==> src/rtl/bus_pipe_pkg.sv <==
// Shared constants and the entry-op helper for the bus_pipe_reg pipeline.
// The op helper works on the widest legal bus; callers truncate to their width.
package bus_pipe_pkg;

  localparam logic [1:0] OP_PASS = 2'b00;
  localparam logic [1:0] OP_AND  = 2'b01;
  localparam logic [1:0] OP_OR   = 2'b10;
  localparam logic [1:0] OP_INV  = 2'b11;

  localparam int DATA_W_MIN = 1;
  localparam int DATA_W_MAX = 64;
  localparam int DEPTH_MIN  = 1;
  localparam int DEPTH_MAX  = 8;

  function automatic logic [DATA_W_MAX-1:0] apply_op(
    input logic [1:0]            op,
    input logic [DATA_W_MAX-1:0] a,
    input logic [DATA_W_MAX-1:0] b
  );
    logic [DATA_W_MAX-1:0] r;
    case (op)
      OP_PASS: r = a;
      OP_AND:  r = a & b;
      OP_OR:   r = a | b;
      default: r = ~a;
    endcase
    return r;
  endfunction

endpackage

==> src/rtl/bus_pipe_stage.sv <==
// One elastic register slice: holds a beat (data + flag) and its valid bit.
// The slice's own ready is computed by the parent so the ready chain stays loop-free.
module bus_pipe_stage
  import bus_pipe_pkg::*;
#(
  parameter int W = 8
) (
  input  logic         clk,
  input  logic         rst_n,
  input  logic         rdy,
  input  logic         up_valid,
  input  logic [W-1:0] up_data,
  input  logic         up_flag,
  output logic         valid,
  output logic [W-1:0] data,
  output logic         flag
);

  logic         valid_q, valid_d;
  logic [W-1:0] data_q, data_d;
  logic         flag_q, flag_d;

  // When ready, the held beat (if any) is leaving, so valid follows upstream.
  always_comb begin
    valid_d = valid_q;
    data_d  = data_q;
    flag_d  = flag_q;
    if (rdy) begin
      valid_d = up_valid;
      if (up_valid) begin
        data_d = up_data;
        flag_d = up_flag;
      end
    end
  end

  always_ff @(posedge clk or negedge rst_n) begin
    if (!rst_n) begin
      valid_q <= 1'b0;
      data_q  <= '0;
      flag_q  <= 1'b0;
    end else begin
      valid_q <= valid_d;
      data_q  <= data_d;
      flag_q  <= flag_d;
    end
  end

  assign valid = valid_q;
  assign data  = data_q;
  assign flag  = flag_q;

endmodule

==> src/rtl/bus_pipe_reg.sv <==
// Elastic bus pipeline: applies a logic op at entry, carries data+flag through
// DEPTH valid/ready slices, and counts beats delivered to the sink.
module bus_pipe_reg
  import bus_pipe_pkg::*;
#(
  parameter int DATA_W = 8,
  parameter int DEPTH  = 2,
  parameter int CNT_W  = 16
) (
  input  logic              clk,
  input  logic              rst_n,
  input  logic              in_valid,
  output logic              in_ready,
  input  logic [DATA_W-1:0] din,
  input  logic [DATA_W-1:0] mask,
  input  logic [1:0]        op,
  input  logic              sel,
  input  logic              en,
  output logic              out_valid,
  input  logic              out_ready,
  output logic [DATA_W-1:0] dout,
  output logic              flag,
  output logic [CNT_W-1:0]  beat_cnt
);

  if (DATA_W < DATA_W_MIN || DATA_W > DATA_W_MAX ||
      DEPTH < DEPTH_MIN || DEPTH > DEPTH_MAX) begin : g_param_err
    $error("bus_pipe_reg: DATA_W or DEPTH out of legal range");
  end

  logic [DATA_W-1:0] res;
  logic              flag_in;
  logic [DEPTH-1:0]  vld_p;
  logic [DATA_W-1:0] data_p [DEPTH];
  logic [DEPTH-1:0]  flag_p;
  logic [DEPTH-1:0]  rdy;
  logic [CNT_W-1:0]  beat_cnt_q, beat_cnt_d;

  always_comb begin
    res     = DATA_W'(apply_op(op, DATA_W_MAX'(din), DATA_W_MAX'(mask)));
    flag_in = sel | (res[0] & en);
  end

  // A stage is ready if it or any stage downstream has a hole, or the sink takes.
  // Written without reference to other ready bits to keep the chain acyclic.
  always_comb begin
    for (int k = 0; k < DEPTH; k++) begin
      rdy[k] = out_ready;
      for (int j = k; j < DEPTH; j++) begin
        if (!vld_p[j]) rdy[k] = 1'b1;
      end
    end
  end

  for (genvar k = 0; k < DEPTH; k++) begin : g_stage
    if (k == 0) begin : g_head
      bus_pipe_stage #(.W(DATA_W)) u_stage (
        .clk      (clk),
        .rst_n    (rst_n),
        .rdy      (rdy[k]),
        .up_valid (in_valid),
        .up_data  (res),
        .up_flag  (flag_in),
        .valid    (vld_p[k]),
        .data     (data_p[k]),
        .flag     (flag_p[k])
      );
    end else begin : g_body
      bus_pipe_stage #(.W(DATA_W)) u_stage (
        .clk      (clk),
        .rst_n    (rst_n),
        .rdy      (rdy[k]),
        .up_valid (vld_p[k-1]),
        .up_data  (data_p[k-1]),
        .up_flag  (flag_p[k-1]),
        .valid    (vld_p[k]),
        .data     (data_p[k]),
        .flag     (flag_p[k])
      );
    end
  end

  always_comb begin
    beat_cnt_d = beat_cnt_q;
    if (vld_p[DEPTH-1] && out_ready) beat_cnt_d = beat_cnt_q + CNT_W'(1);
  end

  always_ff @(posedge clk or negedge rst_n) begin
    if (!rst_n) beat_cnt_q <= '0;
    else        beat_cnt_q <= beat_cnt_d;
  end

  assign in_ready  = rdy[0];
  assign out_valid = vld_p[DEPTH-1];
  assign dout      = data_p[DEPTH-1];
  assign flag      = flag_p[DEPTH-1];
  assign beat_cnt  = beat_cnt_q;

endmodule
==> config.mk <==
export PLATFORM = sky130hd
export DESIGN_NAME = bus_pipe_reg
export DESIGN_NICKNAME = d
export VERILOG_FILES = /design/src/rtl/bus_pipe_pkg.sv /design/src/rtl/bus_pipe_stage.sv /design/src/rtl/bus_pipe_reg.sv
export SDC_FILE = /design/constraint.sdc
export NUM_CORES = 1
export LEC_CHECK = 0
export CORE_MARGIN = 5
export CORE_UTILIZATION = 46
export DETAILED_ROUTE_END_ITERATION = 16
export PLACE_DENSITY = 0.77
export SYNTH_ARGS = -nofsm -noshare
export SYNTH_HDL_FRONTEND = slang
export SYNTH_HIERARCHICAL = 1
export SYNTH_SLANG_ARGS = --single-unit
==> constraint.sdc <==
create_clock -name clk -period 1.6 [get_ports clk]
set_input_delay 0.32 -clock clk [delete_from_list [all_inputs] [get_ports clk]]
set_output_delay 0.32 -clock clk [all_outputs]
set_load 0.05 [all_outputs]
-- Yosys cells after proc, flatten, opt, wreduce, memory -nomap -nowiden
Index checks and enable logic that the tools add are counted.
- register bits: 36
- output and inout bits: 27
- logic and storage cells: 23
- add/sub/neg operators: 1
- eq/ne operators: 2
- muxes and demuxes: 4
- bitwise logic cells: 5
- reduce and logical (&&, ||, !) cells: 4
- operators with widths (kind ; number):
    case mux 8 bit (3 select lines) ; 1
    adder 16 x 1 -> 16 bit, second input constant ; 1
    bitwise AND 8 bit ; 1
    NOT 8 bit ; 1
    bitwise OR 8 bit ; 1
    AND reduction 2 bit ; 2
    two-way mux 1 bit ; 3
    == test 2 x 1 -> 1 bit, second input constant ; 1
    == test 2 bit, second input constant ; 1
    logical NOT 2 bit ; 1
    bitwise AND 1 bit ; 1
    logical AND 1 bit ; 1
    bitwise OR 1 bit ; 1

-- Logic depth before layout (Yosys ltp)
- word-level depth: 4
- gate-level depth with buffers: 6
- depth with buffers taken out: 5

-- Hierarchy
The synthesis kept the hierarchy.
- modules (own cells, without submodules) (module ; instances ; cells an instance ; area an instance (µm²) ; seq. area each (µm²)):
    bus_pipe_reg ; 1 ; 100 ; 959.7 ; 400.4
    bus_pipe_stage ; 2 ; 22 ; 371.6 ; 250.2

-- Least setup slack after synthesis
No wires, ideal clock.
- path type: register to register
- start point: reg g_stage[1].g_body.u_stage.valid_q
- end point: reg g_stage[0].g_head.u_stage.data_q[0]
- setup time: 0.125 ns
- arrival: 1.977 ns
- required time: 1.475 ns
- path slack: -0.502 ns
- stages on the path, launching flop included: 4
- cell sequence: dfrtp_1 nand3b_1 nand2_4 mux2_2
- cells in the longest elaborated chain, start to end: 2
- ends and longest elaborated chain (element ; line ; text):
    from (decl) ; bus_pipe_stage.sv:19 ; logic valid_q, valid_d;
    from (signal assigned) ; bus_pipe_stage.sv:43 ; valid_q <= valid_d;
    two-way mux 1 bit ; bus_pipe_reg.sv:50 ; if (!vld_p[j]) rdy[k] = 1'b1;
    named net in_ready ; bus_pipe_reg.sv:13 ; output logic in_ready,
    AND reduction 2 bit (no source line) ; -- ;
    to (signal assigned) ; bus_pipe_stage.sv:44 ; data_q <= data_d;
    to (decl) ; bus_pipe_stage.sv:20 ; logic [W-1:0] data_q, data_d;
The timed path passes the listed nets, and every way through them passes these cells.
A chain may end at the register's enable or synchronous reset.

-- Final worst setup path
- start point: reg beat_cnt_q[1], in the netlist beat_cnt[1]
- end point: reg beat_cnt_q[10], in the netlist beat_cnt[10]
- cells in the longest elaborated chain, start to end: 1
- ends and longest elaborated chain (element ; line ; text):
    from (decl) ; bus_pipe_reg.sv:37 ; logic [CNT_W-1:0] beat_cnt_q, beat_cnt_d;
    from (signal assigned) ; bus_pipe_reg.sv:90 ; else beat_cnt_q <= beat_cnt_d;
    adder 16 x 1 -> 16 bit ; bus_pipe_reg.sv:85 ; if (vld_p[DEPTH-1] && out_ready) beat_cnt_d = beat_cnt_q + CNT_W'(1);
Every way passes these cells.

==> run summary <==
H-tree levels: 2
Crit. End Element: flip-flop
Leak Pwr: 1.119 nW
worst setup slack after layout: 0.08606 ns
Initial Utilization: 46.87%
WL/cell: 15.55 um
antenna cells: 0
site row count: 22
aggregate global routing overflow: 0
pre-CTS setup slack: -0.2716 ns
Final Setup Violations: 0
clock buffer count from CTS: 5
DRC: 0
via density per instance: 5.294
Mapped Cells: 144
max incr delay on CP: 0.41 ns
FF+latch count, synth: 36
Max Fclk: 660.5 MHz
fin crit share: 94.62%
TritonRoute pass-1 iters: 4
io pins: 51
Crit Path Category: reg -> reg
die height: 70.85 um
maximum vdd drop: 0.8975 mV
crit path launch type: flip-flop
Cell Pwr Density: 1308 nW/um2
Critical Path RT: 1.81 ns
fill count: 270
Slew Limit Fails: 0
clk root buf: clkbuf_8
RSZ-0062 raised after global routing: no
Final Hold Viols: 0
max-cap violations: 0
Mapped Area: 1703 um2
hold crit path type: in -> async
Final min period: 1.514 ns
Worst Skew: 0.009335 ns
Core Area: 3633 um2
clock sink total: 36
synthesized netlist net count: 169
TritonCTS clock tree: yes
Worst Hold Slack: 0.4111 ns
count of cell types in the netlist: 28
outcome: finished, final reports clean
Clock Path Buffers: 2
R2R depth: 5
kind of cell adding the most delay to the critical path: simple AND/OR/NAND/NOR gates
initial antenna violation count: 0
critical path arrival: 1.73 ns
reg2reg end: beat_cnt[10]
first-pass GRT wire length: 6762 um
worst reg-to-reg setup slack: 0.09 ns
All-Layer GR Usage: 17.40%
number of DRC markers in iteration 0: 78
Buf/Inv on CP: 0
Area Overhead vs Synth: 50.55%
share of cells above drive strength 1: 36.71%
IO Port Bufs: 50
post-synthesis sequential area ratio: 52.90%
Least-Margin Pin Slew: 0.3796 ns
Pwr Total: 0.003353 W
Worst-path clk slew: 0.07 ns
reg2reg start: beat_cnt[1]
Relative slew margins: 74.54%
Die Footprint: 5019 um2
final net count: 231
crit-path max FO: 4
slowest cell on the critical path: dfrtp_2
Mean Syn Cell Area: 11.83 um2
Clock Latency Late Sink: 0.29 ns
Routed Antenna Nets: 0
Die Wd: 70.85 um
WL final: 3964 um
Yosys warnings: 6
worst path cell trace: ha_1 > nand3_1 > or2_1 > nor3_2 > xor2_1
vias: 1,350
Placer Congestion: 0.7839
vias in the first global route: 1,454
DPL Wire Length: 3118 um
pin count of the biggest net entering global routing: 37
==> where the power goes <==
group / internal (W) / switching (W) / leakage (nW)
Sequential: 0.00111 / 0.000221 / 0.434
Combinational: 0.000629 / 0.000780 / 0.643
Clock: 0.000305 / 0.000305 / 0.0422
==> registers in the layout, indices dropped and copies added, names as in the netlist <==
| name | count |
|---|---|
| g_stage.g_body.u_stage/flag | 1 |
| g_stage.g_body.u_stage/valid | 1 |
| g_stage.g_head.u_stage/data | 8 |
| g_stage.g_body.u_stage/data | 8 |
| g_stage.g_head.u_stage/flag | 1 |
| beat_cnt | 16 |
| g_stage.g_head.u_stage/valid | 1 |
==> cells in the mapped netlist <==
cell type   n  area share [%]
nand3b_1    1            0.44
nand2_1     8             1.8
and3_1      1            0.37
or2b_1      1            0.44
and2_1      1            0.37
and4_4      1            0.66
o21ai_0     5             1.5
clkbuf_1    1            0.22
nand3_1     4             1.2
buf_2       2            0.59
or2_1       1            0.37
a21oi_1     7             2.1
nand2b_1    7             2.6
ha_1        1            0.73
nand4_4     1             1.2
xnor2_1     6             3.1
mux2_2     19              13
a21o_1      1            0.44
inv_1       3            0.66
nand2_4     2             1.3
nor3_1      9             2.6
nor4_4      1             1.2
xor2_1      9             4.6
nor2_1      5             1.1
nand4_1     3             1.1
a211oi_1    7             3.1
nor4_2      1            0.73
dfrtp_1    36              53
==> placed cells by master, fill, tap and decap left out, types with 2 or more instances in the layout <==
| master | count |
|---|---|
| a211oi_1 | 7 |
| a21oi_1 | 7 |
| buf_12 | 18 |
| buf_4 | 17 |
| clkbuf_1 | 2 |
| clkbuf_8 | 5 |
| clkdlybuf4s50_1 | 22 |
| dfrtp_1 | 27 |
| dfrtp_2 | 9 |
| inv_1 | 3 |
| mux2_2 | 19 |
| nand2_1 | 8 |
| nand2_4 | 2 |
| nand2b_1 | 7 |
| nand3_1 | 4 |
| nand4_1 | 3 |
| nor2_1 | 5 |
| nor3_1 | 8 |
| o21ai_0 | 5 |
| xnor2_1 | 6 |
| xor2_1 | 9 |
==> through the flow <==
stage / instance area (um2) / std cells / TNS, ns / utilization, %
finish: 2564 / 255 / 0 / 70.56
global route: 2564 / 255 / 0 / 70.56
CTS: 2559 / 255 / 0 / 70.42
detailed placement: 2471 / 246 / -4.195 / 68.01
global placement: 2471 / 246 / -3.217 / 68.01
floorplan: 1714 / 144 / -2.212 / -
==> worst max path at each step <==
stage,slack (ns),depth (start not counted),end,start
2_1_floorplan,-0.24,3,g_stage[0].g_head.u_stage/data[0],g_stage[1].g_body.u_stage/valid
3_3_place_gp,-0.20,5,beat_cnt[15],out_ready
3_5_place_dp,-0.27,5,beat_cnt[10],out_ready
4_1_cts,0.04,5,beat_cnt[10],beat_cnt[1]
5_1_grt,0.02,5,beat_cnt[10],beat_cnt[0]
6_report,0.09,5,beat_cnt[10],beat_cnt[1]
==> cells by family (layout without fill, tap and decap cells) <==
logic type / after synthesis / after routing / synth area share (%)
simple gates: 47 / 47 / 17.56
flops: 36 / 36 / 52.90
compound gates: 20 / 20 / 7.053
mux: 19 / 19 / 12.56
xor+xnor: 15 / 15 / 7.715
buf+inv: 6 / 69 / 1.469
fa+ha+maj: 1 / 1 / 0.7346
==> layout make-up <==
class	count	area, um2	share of cell area, %
clock buffer	7	76.32	2.977
clock inverter	1	5.005	0.1952
inverter	3	11.26	0.4392
multi-input combinational	102	782.0	30.50
sequential	36	912.1	35.58
tap	48	60.06	2.343
timing repair buffer	58	716.9	27.96
==> layer usage <==
layer	wire [um]	GRT usage, %	vias up	part of all wire [%]
li1	-	-	632	-
met3	269	5.966	11	6.8
met5	0	0	-	0
met1	1484	19.22	653	37
met4	135	10.23	0	3.4
met2	2074	28.94	54	52
==> timing repair <==
| item | 4_1_cts | 5_1_grt |
|---|---|---|
| hold buffers | 0 | 0 |
| setup buffers | 1 | 0 |
| hold endpoints to repair | 0 | 0 |
| endpoints found under the setup margin | 1 | 1 |
| gates resized for setup | 1 | 1 |
(Power assumes the default switching activity.)
==> edit 1 (config.mk and constraints unchanged) <==
Put a register stage on the output `flag`, cleared by the reset. The value now appears one clock later. The other outputs are not delayed to match.
--- a/src/rtl/bus_pipe_reg.sv
+++ b/src/rtl/bus_pipe_reg.sv
@@ -22,6 +22,8 @@
   output logic              flag,
   output logic [CNT_W-1:0]  beat_cnt
 );
+
+  logic flag_c;
 
   if (DATA_W < DATA_W_MIN || DATA_W > DATA_W_MAX ||
       DEPTH < DEPTH_MIN || DEPTH > DEPTH_MAX) begin : g_param_err
@@ -93,7 +95,15 @@
   assign in_ready  = rdy[0];
   assign out_valid = vld_p[DEPTH-1];
   assign dout      = data_p[DEPTH-1];
-  assign flag      = flag_p[DEPTH-1];
+  assign flag_c    = flag_p[DEPTH-1];
   assign beat_cnt  = beat_cnt_q;
 
+  always_ff @(posedge clk or negedge rst_n) begin
+    if (!rst_n) begin
+      flag <= '0;
+    end else begin
+      flag <= flag_c;
+    end
+  end
+
 endmodule
Check against the original RTL: not equivalent (Yosys sat finds a counterexample within 4 cycles, from zero or initial values and one cycle with rst_n low).
==> edit 1 against the original RTL <==
  * Combinational power rose by 3%
  * Final area grew 3.2%
  * Maximum frequency grew 1.4%
  * Total power grew 3.1%
  * Sequential share of layout area shrank 0.15 points
  * Worst setup slack better by 21 ps
  * Wire length fell by 2.7%
  * Die area increased by 1.3%
  * Area after synthesis up 1.5%
  * Sequential cell count increased by 1
  * Critical path type is now input port to flip-flop
  * Largest power group unchanged
==> edit 1: results <==
global_routing:
  track_usage_pct: 16.8
  grtUsageMet1_pct: 19.0
  grt_pass1_wl_um: 6720
  globalRouteMet2Util_pct: 29.1
  grt_pass1_vias: 1458
  grt_max_degree: 38
final_layout:
  fill_cells: 246
  signal_buffers: 61
  multi_input_cells: 102
  final-nonclk-buf-share_pct: 28.7
  nNetsFinal: 235
  multi_input_area_share_pct: 29.8
  instances_no_fill: 259
  multi_input_area_um2: 787
  nClkBuffers: 8
  seqAreaFraction_pct: 35.4
  clk_share_pct: 3.41
  drive_gt1_share_pct: 38.4
clocking:
  cts_sinks: 37
  cts_setup_buffers: 0
logic_synthesis:
  synth_fa_ha_area_share_pct: 0.724
  synthesis.nets: 170
  synth_area_um2: 1730
  muxShareOfSynthArea_pct: 12.4
  synth_common_cells: "dfrtp_1 (37), mux2_2 (19), nor3_1 (9), xor2_1 (9), nand2_1 (8)"
  yosysSeqAreaShare_pct: 53.6
  avgSynthCellArea_um2: 11.9
  synthXorXnorAreaFrac_pct: 7.60
  synth_compound_area_share_pct: 6.95
critical_path:
  cp.arrival_ps: 1660
  crit_fanout: 9
  worst_path_max_delay_cell: "clkdlybuf4s50_1"
  crit_family: "buffers and inverters"
detailed_routing:
  drt-vias-per-instance: 5.27
  wl_met2_um: 1930
  wl_met1_um: 1590
  wl_met3_um: 303
  drt_iter0_markers: 55
  drt_wl_total_um: 3860
power_and_ir_drop:
  pg_comb_mw: 1.45
  power_mw: 3.46
  vdd_drop_max_mv: 0.778
  power.internal_mw: 2.17
  p_leak_nw: 1.16
  p_clk_mw: 0.642
timing:
  fin_skew_ps: 6.80
placement:
  hpwl_um: 3050
  placed_cell_area_um2: 2540
status:
  outcome: "finished clean"
==> edit 1: per-stage QoR <==
| step | hold WS [ps] | TNS (ps) | setup slack, ps |
|---|---|---|---|
| 6_report | 64.8 | 0 | 107 |
| 5_1_grt | 105 | 0 | 9.81 |
| 4_1_cts | 72.0 | 0 | 56.0 |
| 3_5_place_dp | 380 | -4560 | -244 |
| 3_3_place_gp | 358 | -3800 | -197 |
| 2_1_floorplan | 24.4 | -2210 | -243 |
==> edit 1: worst paths after layout <==
kind / endpoint / startpoint / slack, ps
worst max register to register: beat_cnt[10] / beat_cnt[0] / 130
worst min-delay path: beat_cnt[1] / rst_n / 60
min in group clk: flag / g_stage[1].g_body.u_stage/flag / 390
worst max-delay path: g_stage[0].g_head.u_stage/data[1] / op[0] / 110
max in group asynchronous: g_stage[1].g_body.u_stage/valid / rst_n / 1190
worst min register to register: flag / g_stage[1].g_body.u_stage/flag / 390
==> edit 2 (same settings) <==
Without the edit above. `DEPTH`: 2 -> 8.
--- a/src/rtl/bus_pipe_reg.sv
+++ b/src/rtl/bus_pipe_reg.sv
@@ -4,7 +4,7 @@
   import bus_pipe_pkg::*;
 #(
   parameter int DATA_W = 8,
-  parameter int DEPTH  = 2,
+  parameter int DEPTH  = 8,
   parameter int CNT_W  = 16
 ) (
   input  logic              clk,
Behaviour: not the same (Yosys sat finds a counterexample within 4 cycles, from zero or initial values and one cycle with rst_n low).
==> edit 2 against the original RTL <==
  * The flow now finishes with violations (negative hold slack, negative setup slack)
  * Die area grew 110%
  * Sequential cell count grew 60
  * Wire length grew 68%
  * Clock skew grew 0.59 ps
  * Final area grew 100%
  * Area after synthesis grew 130%
  * Non-clock buffer count grew 14
  * Total power grew 130%
  * Utilization shrank 8.8 points
  * Sequential share of layout area grew 11 points
  * Synthesized cell count grew 98%
  * Count of clock-buffer cells in the layout grew 6
  * Worst setup slack lost 340 ps
  * Critical endpoint is now in_ready
  * Largest cell class unchanged
==> edit 2: results <==
timing:
  hold_viol: 3
  slew_violations: 0
  worst_pin_slew_ps: 497
  fin_tns_setup_ps: -256
  setup_viol: 1
  setup_ws_ps: -256
  holdWs_ps: -8.45
  fin_skew_ps: 9.92
power_and_ir_drop:
  vdd_drop_max_mv: 0.605
  p_per_area_nw_per_um2: 1490
  p_leak_nw: 2.21
global_routing:
  grt_max_degree: 97
  track_usage_pct: 14.3
  grt_pass1_wl_um: 11900
  grt_pass1_vias: 2539
clocking:
  h-tree-depth: 3
  cts_buffers: 9
  clock_path_buffers: 2
  clock_latency_ps: 350
placement:
  placed_cell_area_um2: 4880
  hpwl_um: 4860
  gp_congestion: 0.696
  io_buffers: 50
logic_synthesis:
  yosysUniqueCellTypes: 32
  yosysSeqAreaShare_pct: 60.5
  synth.area.top_cells: "dfrtp_1 (60%), mux2_2 (21%), xnor2_1 (2.6%)"
  async_flop_share_pct: 100
  synthesis.nets: 310
  synth_common_cells: "dfrtp_1 (96), mux2_2 (73), xnor2_1 (12)"
status:
  violations: "negative hold slack, negative setup slack"
  outcome: "finished with violations"
final_layout:
  largest_reg_flops: 56
  drive_gt1_share_pct: 42.9
  nNetsFinal: 391
  fill_cells: 621
critical_path:
  crit_fanout: 4
  cp.arrival_ps: 1540
detailed_routing:
  dr.pass1.iters: 4
  vias: 2427
  drt_iter0_markers: 43
  drt_wl_total_um: 6660
floorplan:
  dieArea_um2: 10600
==> edit 2: cell count changes after synthesis, moves of 4 or more <==
| cell | change |
|---|---|
| nand2_4 | +6 |
| nand3_1 | +4 |
| mux2_2 | +54 |
| xor2_1 | -6 |
| o21ai_0 | +4 |
| inv_1 | +8 |
| xnor2_1 | +6 |
| dfrtp_1 | +60 |
==> edit 2: logic make-up after synthesis <==
group	Yosys count	share of synthesized area (%)
AO/OA/AOI/OAI	26	3.91
XOR/XNOR	15	3.31
flip-flops	96	60.5
adder cells (fa/ha/maj)	1	0.315
multiplexers	73	20.7
AND/OR/NAND/NOR	59	9.61
buffers and inverters	15	1.67
==> edit 2: power by group <==
group,internal [mW],leakage [nW],total (mW),switching [mW]
clock,0.805,0.103,1.56,0.758
sequential,3.16,1.14,3.63,0.467
combinational,1.22,0.971,2.45,1.22
==> edit 2: repair_timing <==
item / 4_1_cts / 5_1_grt
gates resized for setup: 5 / 0
cloned: 1 / 0
endpoints found under the hold margin: 0 / 0
buffers inserted: 2 / 1
pin swaps: 2 / 0
setup endpoints to repair: 28 / 16
==> edit 2: path summary, 6_finish.rpt <==
path / cells past startpoint / from / slack (ps) / endpoint
min in group clk: 1 / beat_cnt[15] / 500 / beat_cnt[15]
max in group asynchronous: 2 / rst_n / 1190 / g_stage[7].g_body.u_stage/valid
setup reg to reg: 7 / g_stage[7].g_body.u_stage/valid / 0 / g_stage[0].g_head.u_stage/data[3]
setup / recovery: 6 / g_stage[7].g_body.u_stage/valid / -260 / in_ready
hold / removal: 2 / rst_n / -8 / g_stage[1].g_body.u_stage/flag
hold reg to reg: 1 / beat_cnt[15] / 500 / beat_cnt[15]
==> edit 2: final cells by class <==
class | instances | area share, %
Clock buffer | 13 | 3.10
Sequential cell | 96 | 46.9
Inverter | 12 | 0.878
Timing Repair Buffer | 72 | 15.9
Multi-Input combinational cell | 175 | 29.9
Clock inverter | 3 | 0.781
Tap cell | 105 | 2.56
==> edit 2: metal layers <==
metal	GRT usage (%)	share of wire [%]
met1	18.6	44
met3	3.38	4.4
met2	22.9	50
met4	6.27	1.5
met5	0	0
==> edit 2: worst max-delay path: stages (launching register included) <==
cell and delay (ps):
dfrtp_2 360, and3b_2 220, inv_2 60, nor2_4 120
nand4_1 130, buf_4 170, buf_8 140
==> edit 2: per-stage QoR <==
step | worst slack [ps] | cells
2_1_floorplan | -760 | 285
3_3_place_gp | -476 | 456
3_5_place_dp | -516 | 456
4_1_cts | -292 | 475
5_1_grt | -355 | 476
6_report | -256 | 476
